### config.mk
export PLATFORM = sky130hd
export DESIGN_NAME = stdp_synapse
export DESIGN_NICKNAME = d
export VERILOG_FILES = /design/src/rtl/stdp_synapse.sv
export SDC_FILE = /design/constraint.sdc
export NUM_CORES = 1
export LEC_CHECK = 0
export CORE_MARGIN = 8
export CORE_UTILIZATION = 55
export CTS_CLUSTER_DIAMETER = 80
export CTS_CLUSTER_SIZE = 16
export DETAILED_ROUTE_END_ITERATION = 10
export DONT_BUFFER_PORTS = 1
export PLACE_DENSITY = 0.7
export SYNTH_ARGS = -nofsm -noshare
export SYNTH_HDL_FRONTEND = slang
export SYNTH_SLANG_ARGS = --single-unit
export TNS_END_PERCENT = 1
### constraint.sdc
create_clock -name clk -period 7.7 [get_ports clk]
set_input_delay 1.54 -clock clk [delete_from_list [all_inputs] [get_ports clk]]
set_output_delay 1.54 -clock clk [all_outputs]
set_load 0.03 [all_outputs]
### src/rtl/stdp_synapse.sv
// Input synapse stage: weighted sum of pre-synaptic spikes into a saturated 8-bit current,
// with trace-based STDP weight adaptation and a direct weight write port.
module stdp_synapse #(
  parameter int unsigned N_IN      = 4,
  parameter int unsigned AW        = 2,
  parameter int unsigned W_INIT    = 32,
  parameter int unsigned W_MAX     = 255,
  parameter int unsigned TRACE_SET = 128,
  parameter int unsigned TAU_SHIFT = 2,
  parameter int unsigned A_SHIFT   = 3
) (
  input  logic              clk,
  input  logic              rst_n,
  input  logic [N_IN-1:0]   pre_spike,
  input  logic              post_spike,
  input  logic              learn_en,
  input  logic              wr_en,
  input  logic [AW-1:0]     wr_addr,
  input  logic [7:0]        wr_data,
  output logic [7:0]        current,
  output logic [8*N_IN-1:0] weights
);

  localparam int unsigned SUM_W = 12;
  localparam int unsigned ACC_W = 10;
  localparam logic [7:0]  W_MAX_B  = 8'(W_MAX);
  localparam logic [7:0]  W_INIT_B = 8'(W_INIT);
  localparam logic [7:0]  TRACE_B  = 8'(TRACE_SET);

  logic [7:0]       w_q      [N_IN];
  logic [7:0]       w_d      [N_IN];
  logic [7:0]       pre_tr_q [N_IN];
  logic [7:0]       pre_tr_d [N_IN];
  logic [7:0]       post_tr_q;
  logic [7:0]       post_tr_d;
  logic [7:0]       cur_d;
  logic [SUM_W-1:0] sum;
  logic [7:0]       wr_val;

  // Exponential-ish decay; a non-zero trace whose shifted step is 0 still drops by 1
  function automatic logic [7:0] decay(input logic [7:0] tr);
    logic [7:0] step;
    step = tr >> TAU_SHIFT;
    if (tr != 8'd0 && step == 8'd0) decay = tr - 8'd1;
    else                            decay = tr - step;
  endfunction

  function automatic logic [7:0] adapt(input logic [7:0] w, input logic [7:0] dp,
                                       input logic [7:0] dd);
    logic signed [ACC_W-1:0] acc;
    acc = signed'(ACC_W'(w)) + signed'(ACC_W'(dp)) - signed'(ACC_W'(dd));
    if (acc < 10'sd0)                            adapt = 8'd0;
    else if (acc > signed'(ACC_W'(W_MAX_B)))     adapt = W_MAX_B;
    else                                         adapt = acc[7:0];
  endfunction

  assign wr_val = (wr_data > W_MAX_B) ? W_MAX_B : wr_data;

  // Next-state: current from pre-update weights, trace reload/decay, STDP, write override
  always_comb begin
    sum       = '0;
    post_tr_d = post_spike ? TRACE_B : decay(post_tr_q);
    for (int i = 0; i < N_IN; i++) begin
      w_d[i]      = w_q[i];
      pre_tr_d[i] = pre_spike[i] ? TRACE_B : decay(pre_tr_q[i]);
      if (pre_spike[i]) sum = sum + SUM_W'(w_q[i]);
      if (learn_en)
        w_d[i] = adapt(w_q[i],
                       post_spike   ? (pre_tr_q[i] >> A_SHIFT) : 8'd0,
                       pre_spike[i] ? (post_tr_q   >> A_SHIFT) : 8'd0);
      if (wr_en && int'(wr_addr) == i) w_d[i] = wr_val;
    end
    cur_d = (sum > SUM_W'(255)) ? 8'hFF : sum[7:0];
  end

  always_ff @(posedge clk) begin
    if (!rst_n) begin
      current   <= 8'd0;
      post_tr_q <= 8'd0;
      for (int i = 0; i < N_IN; i++) begin
        w_q[i]      <= W_INIT_B;
        pre_tr_q[i] <= 8'd0;
      end
    end else begin
      current   <= cur_d;
      post_tr_q <= post_tr_d;
      for (int i = 0; i < N_IN; i++) begin
        w_q[i]      <= w_d[i];
        pre_tr_q[i] <= pre_tr_d[i];
      end
    end
  end

  for (genvar g = 0; g < N_IN; g++) begin : g_wout
    assign weights[8*g +: 8] = w_q[g];
  end

endmodule

==> summary.txt, run 1 <==
largest net degree at the start of global routing -> 35
Layout Nets -> 1077
multi-input logic area -> 5430 um^2
post-route ant nets -> 0
final WL -> 18500 um
VDD IR max -> 0.144 mV
synth top area cells -> dfxtp_1, ha_1, fa_1
Vias -> 6466
Non-Filler Instances -> 1116
share of post-route cells with drive strength above 1 -> 3.95%
Fin Hold WS -> 555 ps
synthesized area per cell -> 8.02 um^2
Worst setup SP type -> input port
Die Height -> 134 um
core area -> 13700 um^2
met3 usage -> 4.48%
GRT busiest layer -> met2
area leader, netlist -> dfxtp_1
Hold Violations, Final -> 0
pwr/cell area -> 483 nW/um^2
Slew @ Worst Pin -> 1020 ps
PostCTS Resize Cnt -> 0
outcome -> finished clean
setup_tns -> 0 ps
Hold Path Class -> flip-flop to flip-flop
Placer Congestion -> 0.879
DIE WIDTH -> 134 um
crit path DAT -> 6120 ps
top-count cell post-synth -> inv_1
Leakage -> 3.52 nW
#FFs+latches synth -> 80
IO Pins -> 59
syn_nets -> 1093
Post-synth ARST share -> 0%
Worst path max stage delay -> 440 ps
Initial Util -> 55.4%
Pins Over Slew Limit -> 0
cells along the critical path -> and2_1 -> ha_1 -> inv_1 -> fa_1 -> mux2i_1 -> inv_1 -> fa_1 -> nor2b_1 -> o211ai_1 -> a21boi_0 -> nor2_1 -> xnor2_1 -> mux2_2 -> ha_1 -> or3_1 -> or2_2 -> nor3_1 -> nor3b_1 -> a22oi_1 -> a21oi_2 -> a21oi_1
clock sink count -> 80
Syn-to-layout area delta -> 5.59%
first-pass GRT wire length -> 30700 um
met1 global-route usage -> 27.1%
Mapped Area -> 7600 um^2
CTS Hold Bufs -> 0
Required @ worst endpoint -> 7910 ps
die area -> 17800 um^2
max_cap viols -> 0
Num CTS Buffers -> 9
port bufs -> 0
vias in the first global route -> 6153
drt first pass iters -> 5
fill count -> 1286
critical path buffer and inverter count -> 2
setup violators final -> 0
number of antenna diodes -> 0
Post-DP HPWL -> 14800 um
post-synthesis sequential area ratio -> 21.1%
Tot GR Track Use -> 21.2%
Max-slew headroom -> 31.8%
met2 Usage GRT -> 34.2%
Worst Clk Skew -> 7.70 ps
dpl cells -> 1101
CP max-delay cell -> fa_1
Root Buffer -> clkbuf_16
htree depth -> 3
ys flop type -> dfxtp_1
RSZ-0062 raised after global routing -> no
worst skew pair latency -> 350 ps
setup repair bufs after CTS -> 0
clock-pin transition on the worst setup and hold timing paths -> 60 ps
Post-synth EDFFs -> 0
crit-path max FO -> 15
row count -> 43
library cells used by synthesis -> 58
Max Clock Freq -> 169 MHz
initial antenna violation count -> 0
YS warnings -> 0
CP top delay family -> simple AND/OR/NAND/NOR gates
Post-synth top cells -> inv_1, ha_1, a21oi_1
vias per inst -> 5.79
Synth top area share -> 21.1%
DR WL/cell -> 16.6 um
Post-Syn Instances -> 948
CTS tree -> yes
Remaining Overflow, GRT -> 0
Iteration-0 DRC Markers -> 403
Tmin final -> 5910 ps
Crit Path Class -> input port to flip-flop
Reg2Reg Setup Slack -> 2350 ps
Clock Path Buffers -> 2
# DRC -> 0
Final period util -> 76.8%
Crit. End Element -> flip-flop
Reg area -> 1600 um^2
-- flip-flops by register name, summed over array words and instances (netlist names) --
name / cells
current: 8
pre_tr_q: 32
w_q: 32
post_tr_q: 8
-- power breakdown --
group / switching, mW / leakage, nW / internal [mW] / total (mW)
sequential: 0.301 / 0.658 / 0.557 / 0.858
clock: 0.172 / 0.144 / 0.251 / 0.423
combinational: 1.39 / 2.72 / 1.20 / 2.60
-- kinds of logic (layout without fill, tap and decap cells) --
family	after synthesis	count (layout)	share of synthesized area, %
AOI/OAI and AO/OA	278	278	23.2
and+or+nand+nor	233	233	15.5
buffers and inverters	154	142	7.60
adders and majority gates	126	126	23.5
DFF	80	80	21.1
xor gates and xnor gates	64	64	7.37
muxes	13	13	1.84
-- through the flow --
stage / utilization, % / setup slack, ps / power [mW] / instance area, um^2
after global placement: 56.4 / 1680 / 3.42 / 7740
after detailed placement: 56.4 / 1520 / 3.45 / 7740
after floorplan: - / 1960 / 2.97 / 7600
final: 58.5 / 1790 / 3.88 / 8030
after global routing: 58.5 / 1490 / 4.28 / 8030
after CTS: 58.5 / 1870 / 3.89 / 8030
-- placed cells by master, fill, tap and decap left out, types with 5 or more instances in the layout --
master | synthesis | final
nand2_1 | 43 | 43
o21bai_1 | 6 | 6
xnor2_1 | 47 | 47
fa_1 | 28 | 28
mux2i_1 | 5 | 5
xor2_1 | 17 | 17
mux2_2 | 8 | 8
nor2_1 | 55 | 55
a211o_1 | 8 | 8
a41o_1 | 5 | 5
nor3_1 | 35 | 35
o21ai_0 | 66 | 66
o22ai_1 | 6 | 6
nor2b_1 | 29 | 29
o21a_1 | 17 | 17
a31oi_1 | 14 | 14
clkbuf_16 | 0 | 9
a21o_1 | 23 | 23
dfxtp_1 | 80 | 80
o211ai_1 | 6 | 6
a21oi_1 | 83 | 83
nand2b_1 | 16 | 16
ha_1 | 98 | 98
nand3_1 | 10 | 10
inv_1 | 125 | 125
a211oi_1 | 13 | 13
and2_1 | 24 | 24
-- metal layers --
metal	routed length (um)	part of all wire, %	up-vias
met5	0	0	-
met3	1310	7.1	31
met4	527	2.9	0
met2	8340	45	189
li1	-	-	3256
met1	8300	45	2990
-- tightest hold or removal path: stages, from the launching register on --
cell,delay [ps]
dfxtp_1,290
inv_1,60
ha_1,120
nor2_1,30
-- path summary, 6_finish.rpt --
| kind | from | to | cells past startpoint |
|---|---|---|---|
| max | pre_spike[0] | current[5] | 21 |
| max reg2reg | w_q[0][0] | current[5] | 21 |
| min | pre_tr_q[3][0] | pre_tr_q[3][0] | 3 |
| min reg2reg | pre_tr_q[3][0] | pre_tr_q[3][0] | 3 |
-- final cells by class --
class	instances	area share, %
clock buffer	13	3.49
clock inverter	2	0.156
inverter	126	5.89
multi-input combinational	714	67.6
sequential	80	19.9
tap	180	2.81
timing repair buffer	1	0.0935
No activity file was read; power rests on OpenSTA's default activity.
==> run 2: changes to the inputs <==
clock period = 6.1 ns   (was 7.7 ns; I/O delays follow)
==> run 2 against run 1 <==
  * Non-clock buffer count is the same
  * Sequential cell count is the same
  * Sequential power grew 26%
  * Via count is the same
  * Highest routed layer unchanged
==> summary.txt, run 2 (same netlist as run 1, synthesis figures left out) <==
port bufs -> 0
Syn-to-layout area delta -> 5.23%
RSZ-0062 raised after global routing -> no
largest net degree at the start of global routing -> 35
top flop regs -> pre_tr_q x32, w_q x32
Iteration-0 DRC Markers -> 411
drt first pass iters -> 4
Placer Congestion -> 0.893
vias in the first global route -> 6122
Hold Violations, Final -> 0
Post-DP HPWL -> 14700 um
post-route ant nets -> 0
Slew @ Worst Pin -> 1050 ps
Num CTS Buffers -> 9
Crit Path Class -> input port to flip-flop
row count -> 43
CTS Hold Bufs -> 0
share of post-route cells with drive strength above 1 -> 3.74%
Max-slew headroom -> 29.9%
Worst setup SP type -> input port
worst skew pair latency -> 350 ps
clock sink count -> 80
Crit. End Element -> flip-flop
vias per inst -> 5.79
DR WL/cell -> 16.6 um
Tot GR Track Use -> 21.2%
# DRC -> 0
Leakage -> 3.51 nW
Worst Clk Skew -> 15.3 ps
IO Pins -> 59
Fin Hold WS -> 556 ps
max_cap viols -> 0
crit-path max FO -> 15
fill count -> 1264
most common cell after layout, fill and taps aside -> inv_1
CTS tree -> yes
setup repair bufs after CTS -> 0
Remaining Overflow, GRT -> 0
Layout Nets -> 1077
Tmin final -> 5520 ps
core area -> 13700 um^2
multi-input logic area -> 5430 um^2
final WL -> 18500 um
Vias -> 6466
initial antenna violation count -> 0
pwr/cell area -> 608 nW/um^2
Clock Path Buffers -> 2
number of antenna diodes -> 0
Reg area -> 1600 um^2
Placed Area -> 7740 um^2
Pins Over Slew Limit -> 0
Max Clock Freq -> 181 MHz
setup_tns -> 0 ps
Required @ worst endpoint -> 6320 ps
DIE WIDTH -> 134 um
Initial Util -> 55.4%
first-pass GRT wire length -> 30600 um
VDD IR max -> 0.204 mV
setup violators final -> 0
crit path DAT -> 5740 ps
Final period util -> 90.4%
outcome -> finished clean
Total Power -> 4.87 mW
die area -> 17800 um^2
Hold Path Class -> flip-flop to flip-flop
most frequent cells in the layout -> inv_1, ha_1, a21oi_1
clock-pin transition on the worst setup and hold timing paths -> 70 ps
Die Height -> 134 um
PostCTS Resize Cnt -> 0
htree depth -> 3
Root Buffer -> clkbuf_16
Finished Cell Area -> 8000 um^2
-- run 2: cell count changes in the layout (fill, tap and decap cells not counted), sizes merged --
| cell | delta |
|---|---|
| clkinv | +2 |
| clkinvlp | -1 |
| clkbuf | -1 |
-- run 2: final cells by class --
type / count / share of cell area (%)
Inverter: 126 / 5.91
Timing Repair Buffer: 1 / 0.0938
Sequential cell: 80 / 20.0
Multi-Input combinational cell: 714 / 67.8
Clock buffer: 12 / 3.08
Tap cell: 180 / 2.81
Clock inverter: 3 / 0.235
-- run 2: worst max-delay path: stages --
cell and delay (ps):
and2_1 150, ha_1 210, inv_1 80, fa_1 410, mux2i_1 250, inv_1 100
fa_1 440, nor2b_1 170, o211ai_1 90, a21boi_0 260, nor2_1 90, xnor2_1 140
mux2_2 270, ha_1 200, or3_1 360, or2_2 300, nor3_1 110, nor3b_1 270
a22oi_1 130, a21oi_2 340, a31oi_1 130
-- run 2: layer usage --
layer	wire length, um	vias to the layer above	track usage, %
li1	-	3259	-
met1	8590	3019	27.5
met2	8260	154	33.3
met3	1030	34	3.99
met4	589	0	10.2
met5	0	-	0
-- run 2: metrics by stage --
stage	utilization [%]	std cells	setup slack (ps)
5_1_grt	58.3	1116	276
3_3_place_gp	56.4	1101	412
2_1_floorplan	-	948	682
6_report	58.3	1116	583
4_1_cts	58.3	1116	607
3_5_place_dp	56.4	1101	234
-- run 2: worst paths after layout --
kind | from | endpoint | slack [ps] | depth (start not counted)
min reg2reg | pre_tr_q[1][0] | pre_tr_q[1][0] | 560 | 3
min | pre_tr_q[1][0] | pre_tr_q[1][0] | 560 | 3
max | pre_spike[0] | current[6] | 580 | 21
max reg2reg | w_q[0][0] | current[6] | 810 | 21
-- run 2: power breakdown --
part           total, mW  leakage, nW  switching [mW]  internal (mW)
registers           1.08        0.658           0.377          0.703
logic               3.29         2.72            1.77           1.52
clock network      0.501        0.132           0.217          0.284
